<file path="src/rtl/msrv32_pkg.sv">
// -----------------------------------------------------------------------------
// msrv32_pkg
// Shared definitions for the msrv32 decode stage:
//   - opcode[6:2] instruction classes
//   - funct3 ALU codes and funct7 qualifiers
//   - bit positions inside wb_mux_sel and imm_type
//   - the decoded control bundle and the buffer entry that carries it
// -----------------------------------------------------------------------------
package msrv32_pkg;

   // opcode[6:2] classes; opcode[1:0] must be 2'b11 for every one of them
   typedef enum logic [4:0] {
      OPC_LOAD     = 5'b00000,
      OPC_MISC_MEM = 5'b00011,
      OPC_OP_IMM   = 5'b00100,
      OPC_AUIPC    = 5'b00101,
      OPC_STORE    = 5'b01000,
      OPC_OP_R     = 5'b01100,
      OPC_LUI      = 5'b01101,
      OPC_BRANCH   = 5'b11000,
      OPC_JALR     = 5'b11001,
      OPC_JAL      = 5'b11011,
      OPC_SYSTEM   = 5'b11100
   } opc_class_e;

   localparam logic [1:0] OPC_QUADRANT = 2'b11;

   // funct3 ALU codes
   localparam logic [2:0] F3_ADD  = 3'b000;
   localparam logic [2:0] F3_SLL  = 3'b001;
   localparam logic [2:0] F3_SLT  = 3'b010;
   localparam logic [2:0] F3_SLTU = 3'b011;
   localparam logic [2:0] F3_XOR  = 3'b100;
   localparam logic [2:0] F3_SR   = 3'b101;
   localparam logic [2:0] F3_OR   = 3'b110;
   localparam logic [2:0] F3_AND  = 3'b111;

   // funct7 qualifiers
   localparam logic [6:0] F7_BASE   = 7'b0000000;
   localparam logic [6:0] F7_ALT    = 7'b0100000;
   localparam logic [6:0] F7_MULDIV = 7'b0000001;

   // wb_mux_sel bit positions
   localparam int WB_MEM_PC = 0;  // load | auipc | jal | jalr
   localparam int WB_UPPER  = 1;  // lui | auipc
   localparam int WB_CSR_PC = 2;  // csr | jal | jalr

   // imm_type bit positions
   localparam int IMM_I = 0;      // op_imm | load | jalr | branch | jal
   localparam int IMM_S = 1;      // store | branch | csr
   localparam int IMM_U = 2;      // lui | auipc | jal | csr

   // Decoded control bundle. Write enables and is_store are already
   // cleared for illegal instructions.
   typedef struct packed {
      logic [3:0] alu_opcode;
      logic       mul_div;
      logic       is_store;
      logic [1:0] load_size;
      logic       load_unsigned;
      logic       alu_src;
      logic       iadder_src;
      logic       rf_wr_en;
      logic       csr_wr_en;
      logic [2:0] csr_op;
      logic [2:0] wb_mux_sel;
      logic [2:0] imm_type;
      logic       illegal;
   } dec_bundle_t;

   // One elastic-buffer slot
   typedef struct packed {
      logic [31:0] pc;
      logic [31:0] instr;
      dec_bundle_t dec;
   } buf_entry_t;

endpackage

</file>
<file path="src/rtl/msrv32_decode_pipe_if.sv">
// -----------------------------------------------------------------------------
// msrv32_decode_pipe_if
// Fetch-side and execute-side signals of the decode stage.
//   slave  : view of the decode stage (fetch/execute inputs, decoded outputs)
//   master : view of the surrounding pipeline driving and observing the stage
// Fetch side : instr_in, pc_in, instr_valid_in / instr_ready_out
// Control    : flush_in, trap_taken_in
// Execute    : dec_valid_out / dec_ready_in, decoded head entry, illegal count
// -----------------------------------------------------------------------------
interface msrv32_decode_pipe_if #(
   parameter int CNT_W = 16
);
   logic [31:0]      instr_in;
   logic [31:0]      pc_in;
   logic             instr_valid_in;
   logic             instr_ready_out;
   logic             flush_in;
   logic             trap_taken_in;
   logic             dec_ready_in;
   logic             dec_valid_out;
   logic [31:0]      pc_out;
   logic [31:0]      instr_out;
   logic [3:0]       alu_opcode_out;
   logic             mul_div_out;
   logic             mem_wr_req_out;
   logic [1:0]       load_size_out;
   logic             load_unsigned_out;
   logic             alu_src_out;
   logic             iadder_src_out;
   logic             rf_wr_en_out;
   logic             csr_wr_en_out;
   logic [2:0]       csr_op_out;
   logic [2:0]       wb_mux_sel_out;
   logic [2:0]       imm_type_out;
   logic             illegal_instr_out;
   logic [CNT_W-1:0] illegal_cnt_out;

   modport slave (
      input  instr_in, pc_in, instr_valid_in, flush_in, trap_taken_in, dec_ready_in,
      output instr_ready_out, dec_valid_out, pc_out, instr_out, alu_opcode_out,
             mul_div_out, mem_wr_req_out, load_size_out, load_unsigned_out,
             alu_src_out, iadder_src_out, rf_wr_en_out, csr_wr_en_out, csr_op_out,
             wb_mux_sel_out, imm_type_out, illegal_instr_out, illegal_cnt_out
   );

   modport master (
      output instr_in, pc_in, instr_valid_in, flush_in, trap_taken_in, dec_ready_in,
      input  instr_ready_out, dec_valid_out, pc_out, instr_out, alu_opcode_out,
             mul_div_out, mem_wr_req_out, load_size_out, load_unsigned_out,
             alu_src_out, iadder_src_out, rf_wr_en_out, csr_wr_en_out, csr_op_out,
             wb_mux_sel_out, imm_type_out, illegal_instr_out, illegal_cnt_out
   );
endinterface

</file>
<file path="src/rtl/msrv32_instr_decode.sv">
// -----------------------------------------------------------------------------
// msrv32_instr_decode
// Purely combinational RV32I (+ optional RV32M) instruction decode.
//   instr : 32-bit instruction word
//   dec   : decoded control bundle including the illegal-instruction flag
// ENABLE_M = 1 accepts OP_R with funct7 = 0000001 as a mul/div op;
// ENABLE_M = 0 treats it as illegal.
// -----------------------------------------------------------------------------
module msrv32_instr_decode
   import msrv32_pkg::*;
#(
   parameter bit ENABLE_M = 1'b1
) (
   input  logic [31:0] instr,
   output dec_bundle_t dec
);

   logic [6:0] opcode;
   logic [2:0] funct3;
   logic [6:0] funct7;

   assign opcode = instr[6:0];
   assign funct3 = instr[14:12];
   assign funct7 = instr[31:25];

   // Class flags are qualified by the 2'b11 quadrant so that a malformed
   // opcode decodes to no class at all and drives no control bits.
   logic quad_ok;
   logic is_load, is_misc_mem, is_op_imm, is_auipc, is_store, is_op_r;
   logic is_lui, is_branch, is_jalr, is_jal, is_system, is_csr;
   logic known_class;

   assign quad_ok     = (opcode[1:0] == OPC_QUADRANT);
   assign is_load     = quad_ok && (opcode[6:2] == OPC_LOAD);
   assign is_misc_mem = quad_ok && (opcode[6:2] == OPC_MISC_MEM);
   assign is_op_imm   = quad_ok && (opcode[6:2] == OPC_OP_IMM);
   assign is_auipc    = quad_ok && (opcode[6:2] == OPC_AUIPC);
   assign is_store    = quad_ok && (opcode[6:2] == OPC_STORE);
   assign is_op_r     = quad_ok && (opcode[6:2] == OPC_OP_R);
   assign is_lui      = quad_ok && (opcode[6:2] == OPC_LUI);
   assign is_branch   = quad_ok && (opcode[6:2] == OPC_BRANCH);
   assign is_jalr     = quad_ok && (opcode[6:2] == OPC_JALR);
   assign is_jal      = quad_ok && (opcode[6:2] == OPC_JAL);
   assign is_system   = quad_ok && (opcode[6:2] == OPC_SYSTEM);
   assign is_csr      = is_system && (funct3 != 3'b000);

   assign known_class = is_load | is_misc_mem | is_op_imm | is_auipc | is_store |
                        is_op_r | is_lui | is_branch | is_jalr | is_jal | is_system;

   logic is_muldiv;
   assign is_muldiv = is_op_r && (funct7 == F7_MULDIV);

   // Illegal-encoding detection
   logic illegal;
   always_comb begin
      // NOTE: every signal assigned in a combinational block gets a default
      // first; a path that leaves it unassigned would infer a latch.
      illegal = ~known_class;
      if (is_op_r) begin
         if (!((funct7 == F7_BASE) || (funct7 == F7_ALT) || (ENABLE_M && is_muldiv)))
            illegal = 1'b1;
         // Only ADD/SUB and SRL/SRA have an alternate (bit 30) form
         if ((funct7 == F7_ALT) && (funct3 != F3_ADD) && (funct3 != F3_SR))
            illegal = 1'b1;
      end
      if (is_op_imm) begin
         if ((funct3 == F3_SLL) && (funct7 != F7_BASE))
            illegal = 1'b1;
         if ((funct3 == F3_SR) && (funct7 != F7_BASE) && (funct7 != F7_ALT))
            illegal = 1'b1;
      end
   end

   // For immediate ALU ops other than shifts, bit 30 belongs to the
   // immediate and must not select SUB/SRA.
   logic alt;
   assign alt = (is_op_imm && (funct3 != F3_SLL) && (funct3 != F3_SR)) ? 1'b0 : instr[30];

   always_comb begin
      dec                     = '0;
      dec.alu_opcode          = {alt, funct3};
      dec.mul_div             = ENABLE_M && is_muldiv;
      dec.is_store            = is_store & ~illegal;
      dec.load_size           = funct3[1:0];
      dec.load_unsigned       = funct3[2];
      dec.alu_src             = opcode[5];
      dec.iadder_src          = is_load | is_store | is_jalr;
      dec.rf_wr_en            = (is_lui | is_auipc | is_jal | is_jalr | is_op_r |
                                 is_op_imm | is_load | is_csr) & ~illegal;
      dec.csr_wr_en           = is_csr & ~illegal;
      dec.csr_op              = funct3;
      dec.wb_mux_sel[WB_MEM_PC] = is_load | is_auipc | is_jal | is_jalr;
      dec.wb_mux_sel[WB_UPPER]  = is_lui | is_auipc;
      dec.wb_mux_sel[WB_CSR_PC] = is_csr | is_jal | is_jalr;
      dec.imm_type[IMM_I]       = is_op_imm | is_load | is_jalr | is_branch | is_jal;
      dec.imm_type[IMM_S]       = is_store | is_branch | is_csr;
      dec.imm_type[IMM_U]       = is_lui | is_auipc | is_jal | is_csr;
      dec.illegal             = illegal;
   end

endmodule

</file>
<file path="src/rtl/msrv32_decode_pipe.sv">
// -----------------------------------------------------------------------------
// msrv32_decode_pipe
// Decode stage: decodes instr_in combinationally and stores the decoded bundle
// (with pc and raw instruction) in a BUF_DEPTH-entry elastic buffer. All
// outputs come from the head entry, so an instruction accepted at one edge is
// visible after that edge.
//   ms_riscv32_mp_clk_in : core clock
//   ms_riscv32_mp_rst_in : synchronous active-high reset
//   bus (slave)          : fetch handshake, flush/trap controls, execute
//                          handshake, decoded head entry, illegal counter
// -----------------------------------------------------------------------------
module msrv32_decode_pipe
   import msrv32_pkg::*;
#(
   parameter int BUF_DEPTH = 2,
   parameter bit ENABLE_M  = 1'b1,
   parameter int CNT_W     = 16
) (
   input  logic                  ms_riscv32_mp_clk_in,
   input  logic                  ms_riscv32_mp_rst_in,
   msrv32_decode_pipe_if.slave   bus
);

   localparam int PTR_W = $clog2(BUF_DEPTH);
   localparam logic [PTR_W:0] DEPTH_C = (PTR_W + 1)'(BUF_DEPTH);

   logic clk;
   logic rst;
   assign clk = ms_riscv32_mp_clk_in;
   assign rst = ms_riscv32_mp_rst_in;

   // ---------------------------------------------------------------- decode
   dec_bundle_t in_dec;

   msrv32_instr_decode #(
      .ENABLE_M (ENABLE_M)
   ) u_decode (
      .instr (bus.instr_in),
      .dec   (in_dec)
   );

   // --------------------------------------------------------------- buffer
   buf_entry_t       mem [BUF_DEPTH];
   logic [PTR_W-1:0] wr_ptr;
   logic [PTR_W-1:0] rd_ptr;
   logic [PTR_W:0]   count;
   logic [CNT_W-1:0] illegal_cnt;

   logic enq;
   logic deq;
   logic head_valid;

   assign head_valid          = (count != '0);
   // No bypass when full: a dequeue in the same cycle does not free a slot
   // for the incoming instruction.
   assign bus.instr_ready_out = (count < DEPTH_C) & ~bus.flush_in;
   assign enq                 = bus.instr_valid_in & bus.instr_ready_out;
   assign deq                 = head_valid & bus.dec_ready_in;

   always_ff @(posedge clk) begin
      // NOTE: sequential state uses non-blocking assignments so every flop
      // samples the pre-edge values regardless of statement order.
      if (rst) begin
         wr_ptr <= '0;
         rd_ptr <= '0;
         count  <= '0;
      end else if (bus.flush_in) begin
         // Flush wins over any concurrent enqueue/dequeue
         wr_ptr <= '0;
         rd_ptr <= '0;
         count  <= '0;
      end else begin
         if (enq) wr_ptr <= wr_ptr + PTR_W'(1);
         if (deq) rd_ptr <= rd_ptr + PTR_W'(1);
         case ({enq, deq})
            2'b10:   count <= count + (PTR_W + 1)'(1);
            2'b01:   count <= count - (PTR_W + 1)'(1);
            default: count <= count;
         endcase
      end
   end

   // NOTE: the storage array is deliberately not reset; occupancy is tracked
   // by count, so stale slot contents are never observed as valid.
   always_ff @(posedge clk) begin
      if (enq) begin
         mem[wr_ptr] <= '{pc: bus.pc_in, instr: bus.instr_in, dec: in_dec};
      end
   end

   // Saturating count of accepted illegal instructions; survives flush
   always_ff @(posedge clk) begin
      if (rst) begin
         illegal_cnt <= '0;
      end else if (enq && in_dec.illegal && (illegal_cnt != '1)) begin
         illegal_cnt <= illegal_cnt + CNT_W'(1);
      end
   end

   // --------------------------------------------------------------- outputs
   buf_entry_t  head;
   dec_bundle_t head_dec;

   assign head     = mem[rd_ptr];
   // Every control output is zero while the buffer is empty
   assign head_dec = head_valid ? head.dec : '0;

   assign bus.dec_valid_out     = head_valid;
   assign bus.pc_out            = head.pc;
   assign bus.instr_out         = head.instr;
   assign bus.alu_opcode_out    = head_dec.alu_opcode;
   assign bus.mul_div_out       = head_dec.mul_div;
   assign bus.mem_wr_req_out    = head_dec.is_store & head_valid & ~bus.trap_taken_in;
   assign bus.load_size_out     = head_dec.load_size;
   assign bus.load_unsigned_out = head_dec.load_unsigned;
   assign bus.alu_src_out       = head_dec.alu_src;
   assign bus.iadder_src_out    = head_dec.iadder_src;
   assign bus.rf_wr_en_out      = head_dec.rf_wr_en;
   assign bus.csr_wr_en_out     = head_dec.csr_wr_en;
   assign bus.csr_op_out        = head_dec.csr_op;
   assign bus.wb_mux_sel_out    = head_dec.wb_mux_sel;
   assign bus.imm_type_out      = head_dec.imm_type;
   assign bus.illegal_instr_out = head_dec.illegal;
   assign bus.illegal_cnt_out   = illegal_cnt;

endmodule

</file>
<file path="src/flat_wrapper.sv">
// flat-port wrapper written by rule: the top's interface ports become plain ports
module msrv32_decode_pipe_flat import msrv32_pkg::*;
#(
   parameter int BUF_DEPTH = 2,
   parameter bit ENABLE_M  = 1'b1,
   parameter int CNT_W     = 16
)
  (ms_riscv32_mp_clk_in, ms_riscv32_mp_rst_in, bus_instr_in, bus_pc_in, bus_instr_valid_in, bus_flush_in, bus_trap_taken_in, bus_dec_ready_in, bus_instr_ready_out, bus_dec_valid_out, bus_pc_out, bus_instr_out, bus_alu_opcode_out, bus_mul_div_out, bus_mem_wr_req_out, bus_load_size_out, bus_load_unsigned_out, bus_alu_src_out, bus_iadder_src_out, bus_rf_wr_en_out, bus_csr_wr_en_out, bus_csr_op_out, bus_wb_mux_sel_out, bus_imm_type_out, bus_illegal_instr_out, bus_illegal_cnt_out);
  msrv32_decode_pipe_if #(.CNT_W(CNT_W)) bus_i ();
  input  logic ms_riscv32_mp_clk_in;
  input  logic ms_riscv32_mp_rst_in;
  input wire logic [$bits(bus_i.instr_in)-1:0] bus_instr_in;
  input wire logic [$bits(bus_i.pc_in)-1:0] bus_pc_in;
  input wire logic [$bits(bus_i.instr_valid_in)-1:0] bus_instr_valid_in;
  input wire logic [$bits(bus_i.flush_in)-1:0] bus_flush_in;
  input wire logic [$bits(bus_i.trap_taken_in)-1:0] bus_trap_taken_in;
  input wire logic [$bits(bus_i.dec_ready_in)-1:0] bus_dec_ready_in;
  output wire logic [$bits(bus_i.instr_ready_out)-1:0] bus_instr_ready_out;
  output wire logic [$bits(bus_i.dec_valid_out)-1:0] bus_dec_valid_out;
  output wire logic [$bits(bus_i.pc_out)-1:0] bus_pc_out;
  output wire logic [$bits(bus_i.instr_out)-1:0] bus_instr_out;
  output wire logic [$bits(bus_i.alu_opcode_out)-1:0] bus_alu_opcode_out;
  output wire logic [$bits(bus_i.mul_div_out)-1:0] bus_mul_div_out;
  output wire logic [$bits(bus_i.mem_wr_req_out)-1:0] bus_mem_wr_req_out;
  output wire logic [$bits(bus_i.load_size_out)-1:0] bus_load_size_out;
  output wire logic [$bits(bus_i.load_unsigned_out)-1:0] bus_load_unsigned_out;
  output wire logic [$bits(bus_i.alu_src_out)-1:0] bus_alu_src_out;
  output wire logic [$bits(bus_i.iadder_src_out)-1:0] bus_iadder_src_out;
  output wire logic [$bits(bus_i.rf_wr_en_out)-1:0] bus_rf_wr_en_out;
  output wire logic [$bits(bus_i.csr_wr_en_out)-1:0] bus_csr_wr_en_out;
  output wire logic [$bits(bus_i.csr_op_out)-1:0] bus_csr_op_out;
  output wire logic [$bits(bus_i.wb_mux_sel_out)-1:0] bus_wb_mux_sel_out;
  output wire logic [$bits(bus_i.imm_type_out)-1:0] bus_imm_type_out;
  output wire logic [$bits(bus_i.illegal_instr_out)-1:0] bus_illegal_instr_out;
  output wire logic [$bits(bus_i.illegal_cnt_out)-1:0] bus_illegal_cnt_out;
  assign bus_i.instr_in = bus_instr_in;
  assign bus_i.pc_in = bus_pc_in;
  assign bus_i.instr_valid_in = bus_instr_valid_in;
  assign bus_i.flush_in = bus_flush_in;
  assign bus_i.trap_taken_in = bus_trap_taken_in;
  assign bus_i.dec_ready_in = bus_dec_ready_in;
  assign bus_instr_ready_out = bus_i.instr_ready_out;
  assign bus_dec_valid_out = bus_i.dec_valid_out;
  assign bus_pc_out = bus_i.pc_out;
  assign bus_instr_out = bus_i.instr_out;
  assign bus_alu_opcode_out = bus_i.alu_opcode_out;
  assign bus_mul_div_out = bus_i.mul_div_out;
  assign bus_mem_wr_req_out = bus_i.mem_wr_req_out;
  assign bus_load_size_out = bus_i.load_size_out;
  assign bus_load_unsigned_out = bus_i.load_unsigned_out;
  assign bus_alu_src_out = bus_i.alu_src_out;
  assign bus_iadder_src_out = bus_i.iadder_src_out;
  assign bus_rf_wr_en_out = bus_i.rf_wr_en_out;
  assign bus_csr_wr_en_out = bus_i.csr_wr_en_out;
  assign bus_csr_op_out = bus_i.csr_op_out;
  assign bus_wb_mux_sel_out = bus_i.wb_mux_sel_out;
  assign bus_imm_type_out = bus_i.imm_type_out;
  assign bus_illegal_instr_out = bus_i.illegal_instr_out;
  assign bus_illegal_cnt_out = bus_i.illegal_cnt_out;
  msrv32_decode_pipe #(.BUF_DEPTH(BUF_DEPTH), .ENABLE_M(ENABLE_M), .CNT_W(CNT_W)) u_core (.ms_riscv32_mp_clk_in(ms_riscv32_mp_clk_in), .ms_riscv32_mp_rst_in(ms_riscv32_mp_rst_in), .bus(bus_i));
endmodule
</file>
<file path="config.mk">
export PLATFORM = sky130hd
export DESIGN_NAME = msrv32_decode_pipe_flat
export DESIGN_NICKNAME = d
export VERILOG_FILES = /design/src/rtl/msrv32_pkg.sv /design/src/rtl/msrv32_decode_pipe_if.sv /design/src/rtl/msrv32_instr_decode.sv /design/src/rtl/msrv32_decode_pipe.sv /design/src/flat_wrapper.sv
export SDC_FILE = /design/constraint.sdc
export NUM_CORES = 1
export LEC_CHECK = 0
export CORE_MARGIN = 2
export CORE_UTILIZATION = 35
export DETAILED_ROUTE_END_ITERATION = 6
export GPL_ROUTABILITY_DRIVEN = 1
export PLACE_DENSITY = 0.64
export SETUP_SLACK_MARGIN = 0.5
export SKIP_CTS_REPAIR_TIMING = 1
export SYNTH_ARGS = -nofsm -noshare
export SYNTH_HDL_FRONTEND = slang
export SYNTH_SLANG_ARGS = --single-unit
</file>
<file path="constraint.sdc">
create_clock -name ms_riscv32_mp_clk_in -period 13.55 [get_ports ms_riscv32_mp_clk_in]
set_input_delay 1.355 -clock ms_riscv32_mp_clk_in [delete_from_list [all_inputs] [get_ports ms_riscv32_mp_clk_in]]
set_output_delay 1.355 -clock ms_riscv32_mp_clk_in [all_outputs]
set_load 0.02 [all_outputs]
</file>
==> metrics.yaml, run 1 <==
timing:
  drv_slew: 0
  tightestPinTransition_ps: 1120
  final_number_of_setup_violating_endpoints: 0
  period_needed_ps: 4360
  setup_tns_ps: 0
  unrepaired_setup_endpoints_after_global_routing: "false"
  achievable-frequency_mhz: 229
  final_hold_viols: 0
  clock_skew_ps: 7.12
  slew-limit-headroom: 0.255
  layout_worst_path_cycle_share: 0.322
synthesis:
  synth_seq_cells: 175
  synth-seq-area-share: 0.706
  ys_async_sr_fraction: 0
  synthesis.instances: 451
  syn_area_per_cell_um2: 15.8
  mappedNetlistArea_um2: 7150
  ys.warnings.count: 0
  number_of_enable_flip_flop_cells_after_synthesis: 154
  synth.net_count: 523
  synth_ff_type: "sky130_fd_sc_hd__edfxtp_1"
  synth_cell_types: 53
floorplanning:
  row_count: 52
  ios: 175
  core_area_um2: 20100
  die-area_um2: 21600
  fp.dieH_um: 147
  floorplan.die.width_um: 147
  start_util: 0.355
worst_setup_path:
  cp_cell_sequence: "buf_4 > mux2_2 > nor2b_1 > clkdlybuf4s50_1"
  timing.critical_path.required_ps: 12190
  crit_path_max_incr_delay_ps: 740
  worstReg2RegEnd: "u_core.mem[0][11]"
  timing.setup.critical_path_class: "reg2out"
  critPathCapture: "bus_load_unsigned_out"
  launch_point_of_the_worst_reg_to_reg_path: "u_core.count[1]"
  worst-path-max-fanout: 68
  endpoint_kind: "primary output"
  r2r_cells: 4
  cpMaxStageDelayCell: "sky130_fd_sc_hd__buf_4"
  worst-r2r-setup-slack_ps: 10960
  cp_data_arrival_time_ps: 3010
  worstSetupStartpointType: "flip-flop"
route:
  first_pass_iters: 4
  vias_per_cell: 4.83
  routed_wirelength_um: 16000
  post-route-drc-count: 0
  route.detailed.wl_per_inst_um: 17.7
  detailedRoute.firstIterationViolations: 229
  postRouteAntennaNets: 0
  via_count: 4372
final_layout:
  post_route_cells_drive_above_1_share: 0.181
  flow.area_growth_from_synthesis_pct: 36.1
  finalNetCount: 694
  post-route-util: 0.484
hold_path:
  min_path_type: "reg2reg"
  min_from: "u_core.bus.illegal_cnt_out[8]"
clock_network:
  clock_tree.root_cell: "sky130_fd_sc_hd__clkbuf_16"
  cts-htree-levels: 4
  clockBufferDepth: 2
  insertion_delay_to_the_later_sink_of_the_worst_skew_pair_ps: 430
  clock_tree_from_tritoncts: "yes"
  cts_num_sinks: 175
  numCtsBuffers: 17
  clock_transition_at_path_regs_ps: 70
power_and_ir_drop:
  clockPowerShare: 0.411
  power-per-cell-area_nw_per_um2: 124
  total_power_uw: 1200
  power_frac_comb: 0.086
  net-switching-power_uw: 273
  power.ir.vdd_worst_v: 0.0000813
  swShare: 0.227
  power.static_leakage_uw: 0.00313
  p_seq_frac: 0.502
  p_int_uw: 931
global_routing:
  grt_overflow: 0
  grt_antenna_before_repair: 2
  globalRouteTotalUtil: 0.149
  grt_first_pass_wirelength_um: 24400
  grt_pass1_vias: 4369
  grt_start_max_net_pins: 78
place:
  detailed_placer_s_ending_hpwl_um: 10400
  portBuffers: 174
  place.gp.congestion: 0.797
job:
  cap_violations: 0
outcome:
  run_status: "complete, no violations"
## worst min path at each step
| stage | endpoint | slack, ps | cells after the start |
|---|---|---|---|
| finish | u_core.bus.illegal_cnt_out[8] | 540 | 2 |
| global route | u_core.bus.illegal_cnt_out[10] | 580 | 2 |
| CTS | u_core.bus.illegal_cnt_out[8] | 550 | 2 |
| detailed placement | u_core.bus.illegal_cnt_out[8] | 530 | 2 |
| global placement | u_core.bus.illegal_cnt_out[10] | 510 | 2 |
| floorplan | flip-flop | 520 | 2 |
## layout make-up
type / count / area, µm²
diodes: 1 / 2.50
clock buffers: 17 / 425
clock inverters: 15 / 175
fillers: 1689 / 10400
inverters: 10 / 37.5
multi-input cells: 241 / 1930
flip-flops and latches: 175 / 5050
well taps: 270 / 338
repair buffers: 177 / 1760
## critical path, delay by kind of cell (launching register included)
family | cells | cell delay [ps]
AND/OR/NAND/NOR | 1 | 370
multiplexers | 1 | 310
buffers and inverters | 2 | 1430
flip-flops | 1 | 450
## stage by stage
step	hold WS, ps	area [µm²]	setup slack [ps]	cells
detailed placement	534	9120	9380	873
global placement	509	9120	9420	873
global route	582	9720	8990	905
floorplan	520	7150	7720	451
CTS	548	9720	9090	905
finish	537	9730	9190	906
## sequential cells by signal, indices dropped and copies added (netlist names), named ones only
name                        count
u_core.rd_ptr                   1
u_core.mem                    154
u_core.count                    2
u_core.wr_ptr                   1
u_core.bus.illegal_cnt_out     16
## cells in the mapped netlist (2+ instances only)
library cell / n / area (µm²)
sky130_fd_sc_hd__mux2i_1: 13 / 130
sky130_fd_sc_hd__nor2_1: 29 / 109
sky130_fd_sc_hd__and3b_1: 2 / 17.5
sky130_fd_sc_hd__and2_1: 6 / 37.5
sky130_fd_sc_hd__dfxtp_1: 21 / 420
sky130_fd_sc_hd__buf_2: 2 / 10.0
sky130_fd_sc_hd__buf_4: 8 / 60.1
sky130_fd_sc_hd__a21oi_1: 14 / 70.1
sky130_fd_sc_hd__nor2b_1: 7 / 43.8
sky130_fd_sc_hd__o21ai_0: 13 / 65.1
sky130_fd_sc_hd__o31a_1: 4 / 35.0
sky130_fd_sc_hd__nand3_1: 8 / 40.0
sky130_fd_sc_hd__xnor2_1: 5 / 43.8
sky130_fd_sc_hd__xor2_1: 3 / 26.3
sky130_fd_sc_hd__nand2_1: 9 / 33.8
sky130_fd_sc_hd__inv_1: 10 / 37.5
sky130_fd_sc_hd__nor3_1: 10 / 50.1
sky130_fd_sc_hd__o31ai_1: 3 / 22.5
sky130_fd_sc_hd__buf_6: 2 / 22.5
sky130_fd_sc_hd__nor4_1: 4 / 25.0
sky130_fd_sc_hd__ha_1: 2 / 25.0
sky130_fd_sc_hd__or3_1: 6 / 37.5
sky130_fd_sc_hd__mux2_2: 65 / 732
sky130_fd_sc_hd__nand2b_1: 2 / 12.5
sky130_fd_sc_hd__buf_1: 2 / 7.51
sky130_fd_sc_hd__edfxtp_1: 154 / 4620
sky130_fd_sc_hd__nand4_1: 7 / 43.8
sky130_fd_sc_hd__o21a_1: 4 / 30.0
sky130_fd_sc_hd__clkbuf_1: 11 / 41.3
sky130_fd_sc_hd__and2b_1: 2 / 15.0
## layer usage
layer  GRT usage  routed length (µm)
met3      0.0500                1150
met1       0.200                7300
met5           0                  13
met4      0.0408                 137
met2       0.233                7410
## power groups by stage
stage               Sequential, µW  Combinational, µW  Clock (µW)
floorplan                      617               48.0           0
global placement               616                103           0
detailed placement             616                105           0
CTS                            604                105         507
global route                   605                111         530
finish                         604                104         495
## placed cells by master, fill, tap and decap left out, types with 3 or more instances in the layout
cell type	instances
sky130_fd_sc_hd__a21oi_1	14
sky130_fd_sc_hd__and2_1	5
sky130_fd_sc_hd__buf_4	3
sky130_fd_sc_hd__clkbuf_16	17
sky130_fd_sc_hd__clkdlybuf4s50_1	174
sky130_fd_sc_hd__clkinvlp_4	3
sky130_fd_sc_hd__dfxtp_1	20
sky130_fd_sc_hd__edfxtp_1	154
sky130_fd_sc_hd__inv_1	10
sky130_fd_sc_hd__inv_6	4
sky130_fd_sc_hd__inv_8	4
sky130_fd_sc_hd__mux2_2	65
sky130_fd_sc_hd__mux2i_1	13
sky130_fd_sc_hd__nand2_1	9
sky130_fd_sc_hd__nand3_1	8
sky130_fd_sc_hd__nand4_1	7
sky130_fd_sc_hd__nor2_1	27
sky130_fd_sc_hd__nor2b_1	7
sky130_fd_sc_hd__nor3_1	10
sky130_fd_sc_hd__nor4_1	4
sky130_fd_sc_hd__o21a_1	4
sky130_fd_sc_hd__o21ai_0	13
sky130_fd_sc_hd__o31a_1	4
sky130_fd_sc_hd__o31ai_1	3
sky130_fd_sc_hd__or3_1	6
sky130_fd_sc_hd__xnor2_1	5
sky130_fd_sc_hd__xor2_1	3
## logic make-up after synthesis
family,synth area share
flip-flops,0.706
AND/OR/NAND/NOR,0.0833
XOR/XNOR,0.00981
multiplexers,0.123
buffers and inverters,0.0250
AO/OA/AOI/OAI,0.0496
adder cells (fa/ha/maj),0.00350
(Power assumes the default switching activity.)
==> inputs of run 2 (changes only) <==
PLACE_DENSITY = 0.66   (was 0.64)
clock period = 3.85 ns   (was 13.55 ns; I/O delays follow)
==> run 2 against run 1 <==
Against the previous run:
- worst setup slack got worse by 8200 ps
- global-route usage barely moved
- cell area rose by 0.24%
- wire length fell by 1.1%
- first-iteration DRC count fell by 4.4%
- sequential cell count did not move
- critical path type unchanged
==> metrics.yaml, run 2 (same netlist as run 1, synthesis figures left out) <==
worst_setup_path:
  timing.setup.critical_path_class: "reg2out"  # unchanged
  timing.critical_path.required_ps: 3460  # was 12190 ps
  endpoint_kind: "primary output"  # unchanged
  worst-path-max-fanout: 31  # was 68
  cp_data_arrival_time_ps: 2500  # was 3010 ps
  r2r_cells: 6  # was 4
  worstSetupStartpointType: "flip-flop"  # unchanged
final_layout:
  post_route_cells_drive_above_1_share: 0.186  # was 0.181
  seqCellArea_um2: 5050  # unchanged
  finalNetCount: 698  # was 694
  layout.filler_cells: 1712  # was 1689
  multi_input_area_um2: 1930  # unchanged
  largest_register_ffs: 154  # unchanged
  largest_reg_by_ff_count: "u_core.mem"  # unchanged
  most-common-layout-cells: "sky130_fd_sc_hd__clkdlybuf4s50_1 (174), sky130_fd_sc_hd__edfxtp_1 (154), sky130_fd_sc_hd__mux2_2 (65), sky130_fd_sc_hd__nor2_1 (27), sky130_fd_sc_hd__dfxtp_1 (20)"  # unchanged
  final_cell_area_um2: 9750  # was 9730 µm²
  layout_commonest_cell: "sky130_fd_sc_hd__clkdlybuf4s50_1"  # unchanged
  flow.area_growth_from_synthesis_pct: 36.4  # was 36.1%
  antennaDiodeCount: 0  # was 1
clock_network:
  numCtsBuffers: 17  # unchanged
  clock_transition_at_path_regs_ps: 70  # about the same
  cts-htree-levels: 4  # unchanged
  cts_num_sinks: 175  # unchanged
  clock_tree.root_cell: "sky130_fd_sc_hd__clkbuf_16"  # unchanged
  insertion_delay_to_the_later_sink_of_the_worst_skew_pair_ps: 420  # was 430 ps
  clock_tree_from_tritoncts: "yes"  # unchanged
  clockBufferDepth: 2  # unchanged
timing:
  drv_slew: 0  # unchanged
  setup_tns_ps: 0  # unchanged
  clock_skew_ps: 9.00  # was 7.12 ps
  final_hold_viols: 0  # unchanged
  finalWorstSetupSlack_ps: 963  # was 9190 ps
  achievable-frequency_mhz: 346
  period_needed_ps: 2890
  unrepaired_setup_endpoints_after_global_routing: "false"  # unchanged
  final_number_of_setup_violating_endpoints: 0  # unchanged
  layout_worst_path_cycle_share: 0.750
  slew-limit-headroom: 0.466  # was 0.255
  tightestPinTransition_ps: 798  # was 1120 ps
global_routing:
  grt_overflow: 0  # unchanged
  grt_pass1_vias: 4558  # was 4369
  grt_start_max_net_pins: 78  # unchanged
  globalRouteTotalUtil: 0.149  # about the same
  grt_first_pass_wirelength_um: 24700  # was 24400 µm
  grt_antenna_before_repair: 0  # was 2
floorplanning:
  die-area_um2: 21600  # unchanged
  fp.dieH_um: 147  # unchanged
  row_count: 52  # unchanged
  ios: 175  # unchanged
  floorplan.die.width_um: 147  # unchanged
  core_area_um2: 20100  # unchanged
  start_util: 0.355  # unchanged
hold_path:
  min_path_type: "reg2reg"  # unchanged
  min_path_cells: 2  # unchanged
route:
  first_pass_iters: 4  # unchanged
  post-route-drc-count: 0  # unchanged
  postRouteAntennaNets: 0  # unchanged
  routed_wirelength_um: 15800  # was 16000 µm
  route.detailed.wl_per_inst_um: 17.4  # was 17.7 µm
  via_count: 4387  # was 4372
  vias_per_cell: 4.83  # about the same
  detailedRoute.firstIterationViolations: 219  # was 229
place:
  pre_cts_slack_ps: 809  # was 9380 ps
  place.gp.congestion: 0.831  # was 0.797
  detailed_placer_s_ending_hpwl_um: 10800  # was 10400 µm
  portBuffers: 174  # unchanged
  postPlaceCellArea_um2: 9180  # was 9120 µm²
outcome:
  run_status: "complete, no violations"  # unchanged
power_and_ir_drop:
  total_power_uw: 4130  # was 1200 µW
  power.ir.vdd_worst_v: 0.000287  # was 0.0000813 V
  power.static_leakage_uw: 0.00315  # was 0.00313 µW
  power-per-cell-area_nw_per_um2: 424  # was 124 nW/µm²
job:
  cap_violations: 0  # unchanged
==> run 2: changes by cell type in the layout (fill, tap and decap cells not counted) <==
| cell | before | now |
|---|---|---|
| sky130_fd_sc_hd__clkinv_1 | 1 | 0 |
| sky130_fd_sc_hd__inv_8 | 4 | 5 |
| sky130_fd_sc_hd__clkinv_4 | 1 | 4 |
| sky130_fd_sc_hd__clkinvlp_4 | 3 | 0 |
| sky130_fd_sc_hd__clkbuf_1 | 0 | 1 |
| sky130_fd_sc_hd__diode_2 | 1 | 0 |
| sky130_fd_sc_hd__clkinv_8 | 0 | 1 |
| sky130_fd_sc_hd__buf_12 | 0 | 2 |
| sky130_fd_sc_hd__buf_4 | 3 | 5 |
| sky130_fd_sc_hd__bufinv_16 | 2 | 0 |
==> run 2: metrics by stage <==
stage           util  cells  hold WS [ps]
6_report       0.485    909           514
5_1_grt        0.485    909           525
4_1_cts        0.485    909           514
3_5_place_dp   0.456    877           501
3_3_place_gp   0.456    877           493
2_1_floorplan      -    451           484
==> run 2: layer usage <==
metal  share of wire  global-route usage
met1            0.43               0.188
met2            0.48               0.244
met3           0.071              0.0450
met4           0.017              0.0549
met5               0                   0
==> run 2: critical path: stages, from the launching register on <==
cell and delay [ps]:
sky130_fd_sc_hd__dfxtp_4 620, sky130_fd_sc_hd__buf_4 470, sky130_fd_sc_hd__mux2_2 410, sky130_fd_sc_hd__clkdlybuf4s50_1 560
==> run 2: where the power goes <==
part           internal (µW)  leakage, µW  total [µW]  switching, µW
clock network            865     0.000282        1640            772
registers               2110      0.00158        2130           14.1
logic                    186      0.00129         368            182
==> run 2: cell type report <==
cell class	count	area share
clock buffers	18	0.0440
clock inverters	14	0.0146
inverters	10	0.00385
multi-input cells	241	0.198
flip-flops and latches	175	0.518
well taps	270	0.0347
repair buffers	181	0.187
==> run 2: final timing paths <==
path	startpoint	endpoint	slack, ps
setup / recovery	flip-flop	bus_pc_out[7]	960
hold / removal	u_core.bus.illegal_cnt_out[10]	u_core.bus.illegal_cnt_out[10]	510
setup reg to reg	u_core.bus.illegal_cnt_out[0]	u_core.bus.illegal_cnt_out[9]	1570
hold reg to reg	u_core.bus.illegal_cnt_out[10]	u_core.bus.illegal_cnt_out[10]	510
